**src/rtl/shared_bus_arbiter.sv**
```systemverilog
// Round-robin owner arbitration for a shared tri-state bus, with capture of the
// owner's data word and detection of strobes from requesters that hold no grant.
module shared_bus_arbiter #(
   parameter int N        = 4,
   parameter int W        = 8,
   parameter int MAX_HOLD = 16
) (
   input  logic                 clk,
   input  logic                 rst_n,
   input  logic [N-1:0]         req,
   input  logic [N-1:0]         done,
   input  logic [N-1:0]         strobe,
   input  logic [W-1:0]         bus_data,
   output logic [N-1:0]         gnt,
   output logic [$clog2(N)-1:0] owner_id,
   output logic                 busy,
   output logic [W-1:0]         rx_data,
   output logic                 rx_valid,
   output logic                 timeout,
   output logic                 err_contention,
   output logic [1:0]           state_dbg
);

   // Handshake: req is a level held until served; gnt[i] is requester i's
   // driver enable; the owner ends its tenure with a one-cycle done pulse, and
   // strobe marks bus_data valid only while the strobing requester holds gnt.

   localparam int IW = $clog2(N);
   localparam int CW = IW + 1;
   localparam logic [7:0] HOLD_MAX = 8'(MAX_HOLD);

   typedef enum logic [1:0] {
      IDLE  = 2'd0,
      GRANT = 2'd1,
      TURN  = 2'd2
   } state_t;

   state_t          state_q, state_d;
   logic [IW-1:0]   ptr_q, ptr_d;
   logic [7:0]      cnt_q, cnt_d;
   logic [N-1:0]    gnt_d;
   logic [IW-1:0]   owner_d;
   logic            busy_d;
   logic            timeout_d;
   logic [IW-1:0]   winner;
   logic [CW-1:0]   cand;
   logic            found;
   logic            own_done;
   logic            hold_full;
   logic            release_now;

   assign own_done    = done[owner_id];
   assign hold_full   = (cnt_q == HOLD_MAX);
   assign release_now = own_done || hold_full;
   assign state_dbg   = state_q;

   // First requesting index at or above the RR pointer, wrapping past N-1.
   always_comb begin
      winner = '0;
      found  = 1'b0;
      cand   = '0;
      for (int i = 0; i < N; i++) begin
         cand = {1'b0, ptr_q} + CW'(i);
         if (cand >= CW'(N)) cand = cand - CW'(N);
         if (!found && req[cand[IW-1:0]]) begin
            winner = cand[IW-1:0];
            found  = 1'b1;
         end
      end
   end

   // State register plus every registered output.
   always_ff @(posedge clk or negedge rst_n) begin
      if (!rst_n) begin
         state_q        <= IDLE;
         ptr_q          <= '0;
         cnt_q          <= '0;
         gnt            <= '0;
         owner_id       <= '0;
         busy           <= 1'b0;
         timeout        <= 1'b0;
         rx_data        <= '0;
         rx_valid       <= 1'b0;
         err_contention <= 1'b0;
      end else begin
         state_q  <= state_d;
         ptr_q    <= ptr_d;
         cnt_q    <= cnt_d;
         gnt      <= gnt_d;
         owner_id <= owner_d;
         busy     <= busy_d;
         timeout  <= timeout_d;
         rx_valid <= (state_q == GRANT) && strobe[owner_id];
         if ((state_q == GRANT) && strobe[owner_id]) rx_data <= bus_data;
         if (|(strobe & ~gnt)) err_contention <= 1'b1;
      end
   end

   // Next-state logic.
   always_comb begin
      state_d = state_q;
      case (state_q)
         IDLE:    if (|req) state_d = GRANT;
         GRANT:   if (release_now) state_d = TURN;
         TURN:    state_d = IDLE;
         default: state_d = IDLE;
      endcase
   end

   // Next values of grant, owner, pointer, hold counter and timeout.
   always_comb begin
      gnt_d     = gnt;
      owner_d   = owner_id;
      ptr_d     = ptr_q;
      cnt_d     = cnt_q;
      timeout_d = 1'b0;
      busy_d    = (state_d == GRANT);
      case (state_q)
         IDLE: begin
            if (found) begin
               gnt_d         = '0;
               gnt_d[winner] = 1'b1;
               owner_d       = winner;
               cnt_d         = 8'd1;
            end
         end
         GRANT: begin
            if (release_now) begin
               gnt_d     = '0;
               owner_d   = '0;
               cnt_d     = '0;
               timeout_d = !own_done;
               if (owner_id == IW'(N - 1)) ptr_d = '0;
               else                        ptr_d = owner_id + 1'b1;
            end else if (!hold_full) begin
               cnt_d = cnt_q + 8'd1;
            end
         end
         TURN: begin
            gnt_d = '0;
         end
         default: begin
            gnt_d   = '0;
            owner_d = '0;
         end
      endcase
   end

endmodule
```
**config.mk**
```make
export PLATFORM = sky130hd
export DESIGN_NAME = shared_bus_arbiter
export DESIGN_NICKNAME = d
export VERILOG_FILES = /design/src/rtl/shared_bus_arbiter.sv
export SDC_FILE = /design/constraint.sdc
export NUM_CORES = 1
export LEC_CHECK = 0
export ABC_AREA = 1
export CAP_MARGIN = 0
export CORE_MARGIN = 8
export CORE_UTILIZATION = 40
export DETAILED_ROUTE_END_ITERATION = 6
export PLACE_DENSITY = 0.78
export REMOVE_ABC_BUFFERS = 1
export SYNTH_ARGS = -nofsm -noshare
export SYNTH_HDL_FRONTEND = slang
export SYNTH_SLANG_ARGS = --single-unit
```
**constraint.sdc**
```tcl
create_clock -name clk -period 1.8 [get_ports clk]
set_input_delay 0.18 -clock clk [delete_from_list [all_inputs] [get_ports clk]]
set_output_delay 0.18 -clock clk [all_outputs]
set_load 0.1 [all_outputs]
```
==> flow_metrics.py <==
metrics = {
    "outcome": {
        "status": "finished clean",
    },
    "sta": {
        "timing_hold_violations_final": 0,
        "fin_skew_ns": 0.007047,
        "tightest_slew_ns": 0.3837,
        "tns_ns": 0,
        "fmax_mhz": 629.0,
        "fin_crit_ns": 1.590,
        "slew_violations": 0,
        "setup_viol": 0,
        "fin_crit_sh": 0.8832,
        "rsz0062_at_grt": "no",
        "maxSlewHeadroom": 0.7442,
    },
    "yosys": {
        "synth_most_common_cell": "nand2_1",
        "synth.cell_area_um2": 1689,
        "synth_warnings": 0,
        "synth_top_area_frac": 0.4444,
        "ys_async_sr_fraction": 1.000,
        "syn_area_per_cell_um2": 7.784,
        "synth-seq-cells": 30,
        "postSynthCellCount": 217,
        "ys_top_cells_by_area": "dfrtp_1 44%, nand2_1 15%, inv_1 5.3%",
        "synth_common_cells": "69 x nand2_1, 30 x dfrtp_1, 24 x inv_1",
        "synth_area_leader_cell": "dfrtp_1",
        "synth_edf_count": 0,
        "yosysSeqAreaShare": 0.4444,
        "synth_ff_type": "dfrtp_1",
        "synthDistinctLibCells": 32,
    },
    "global_routing": {
        "grt-ovfl-total": 0,
        "gr-usage-all-layers": 0.1272,
        "grt_pass1_vias": 1505,
        "grt_max_degree": 31,
        "grt_pass1_wl_um": 6624,
        "antenna_found_initial": 0,
    },
    "setup_path": {
        "worstPathRequired_ns": 2.00,
        "path_class": "reg -> reg",
        "crit_family": "simple AND/OR/NAND/NOR gates",
        "cp_cell_sequence": "inv_2 -> nand2_1 -> nand3_1 -> nand2_2 -> nand3_2 -> nand2_2 -> nor2_2 -> nor3b_2",
        "crit_fanout": 8,
        "cp_slowest_cell": "dfrtp_1",
        "end_kind": "flip-flop",
        "critPathBufInv": 1,
        "critical_path.most_common_cell": "nand2_2",
        "start_kind": "flip-flop",
        "cp.arrival_ns": 1.79,
        "critPathMaxStageDelay_ns": 0.54,
    },
    "route": {
        "num_vias": 1535,
        "vias_per_cell": 4.812,
        "dr.pass1.iters": 4,
        "drt-initial-drc-count": 57,
        "routed_wl_um": 4076,
        "ant_nets": 0,
        "wl_per_cell_um": 12.78,
        "drc": 0,
    },
    "job": {
        "drv_cap": 0,
    },
    "die": {
        "die_width_um": 80.99,
        "io_pins": 42,
        "core.rowCount": 23,
        "initial_core_util": 0.4193,
        "die_h_um": 80.99,
        "core_region_area_um2": 4029,
        "die-area_um2": 6559,
    },
    "clock_tree": {
        "clk_pin_slew_ns": 0.07,
        "cts_buffers": 5,
        "post_cts_buffers": 0,
        "root_buffer": "clkbuf_8",
        "tritoncts": "done",
        "cts.sinks": 30,
        "clk_latency_ns": 0.28,
        "clock_path_buffers": 2,
        "cts_resized": 0,
        "htree_levels": 2,
        "hold_buffers": 0,
    },
    "finish": {
        "diodes": 0,
        "drive_gt1_frac": 0.2230,
        "final_nets": 293,
        "area_delta_synth_final_pct": 33.04,
    },
    "placed_design": {
        "gp_congestion": 0.8118,
        "place_hpwl_um": 3190,
        "portBuffers": 41,
    },
    "min_path": {
        "hold_path_class": "in -> async",
    },
}
flip-flops by register name (all words and copies together) (netlist names):
signal	count
cnt_q	8
rx_data	8
gnt	4
owner_id	2
ptr_q	2
state_dbg	2
busy	1
err_contention	1
rx_valid	1
timeout	1
layer usage:
layer | vias up | track usage | part of all wire
li1 | 790 | - | -
met1 | 711 | 0.1461 | 0.44
met2 | 29 | 0.2229 | 0.51
met3 | 5 | 0.02428 | 0.037
met4 | 0 | 0.05893 | 0.015
met5 | - | 0 | 0
placed cells by master, fill, tap and decap left out, types with 2 or more instances in the layout:
cell type,instances
inv_1,24
clkbuf_8,6
o21ai_2,3
a21oi_1,7
clkdlybuf4s50_1,21
inv_2,3
nand4_1,2
nor3_1,3
dfrtp_1,30
buf_4,23
o21ai_1,2
nor2_2,2
ha_1,3
nor2_4,2
nor3b_2,2
buf_12,2
nor2_1,18
nand3_1,14
nand2_2,8
nand2_1,69
o21ai_0,9
cell families after synthesis:
logic type,share of synthesized area
adders and majority gates,0.02222
and+or+nand+nor,0.3607
AOI/OAI and AO/OA,0.09334
buffers and inverters,0.07926
DFF,0.4444
through the flow:
stage                     cells  hold WS (ns)    util  setup WS, ns  area (um2)
after CTS                   319        0.2988  0.5578        0.2021        2247
after global placement      311        0.4628  0.5342        0.1429        2152
after global routing        319        0.3324  0.5578       0.04413        2247
after floorplan             215       -0.1156       -       -0.1998        1667
after detailed placement    311        0.4669  0.5342        0.1128        2152
final                       319        0.2907  0.5578        0.2102        2247
final cells by class:
type | count | area [um2]
multi-input combinational | 156 | 804.5
fill | 395 | 1782
timing repair buffer | 46 | 422.9
clock inverter | 2 | 12.51
clock buffer | 6 | 82.58
sequential | 30 | 750.7
inverter | 29 | 111.4
tap | 50 | 62.56
final timing paths:
path / start / end / slack (ns) / depth (start not counted)
worst max-delay path: owner_id[0]$_DFFE_PN0P_ / cnt_q[7]$_DFFE_PN0P_ / 0.21 / 8
worst min-delay path: rst_n / busy$_DFF_PN0_ / 0.29 / 2
worst max register to register: owner_id[0]$_DFFE_PN0P_ / cnt_q[7]$_DFFE_PN0P_ / 0.21 / 8
worst min register to register: rx_data[3]$_DFFE_PN0P_ / rx_data[3]$_DFFE_PN0P_ / 0.48 / 2
max in group asynchronous: rst_n / rx_data[4]$_DFFE_PN0P_ / 1.23 / 2
min in group clk: bus_data[7] / rx_data[7]$_DFFE_PN0P_ / 0.43 / 3
Power is not shown: default switching activity piles up to over one toggle a cycle in this logic, so the estimate is an artifact.
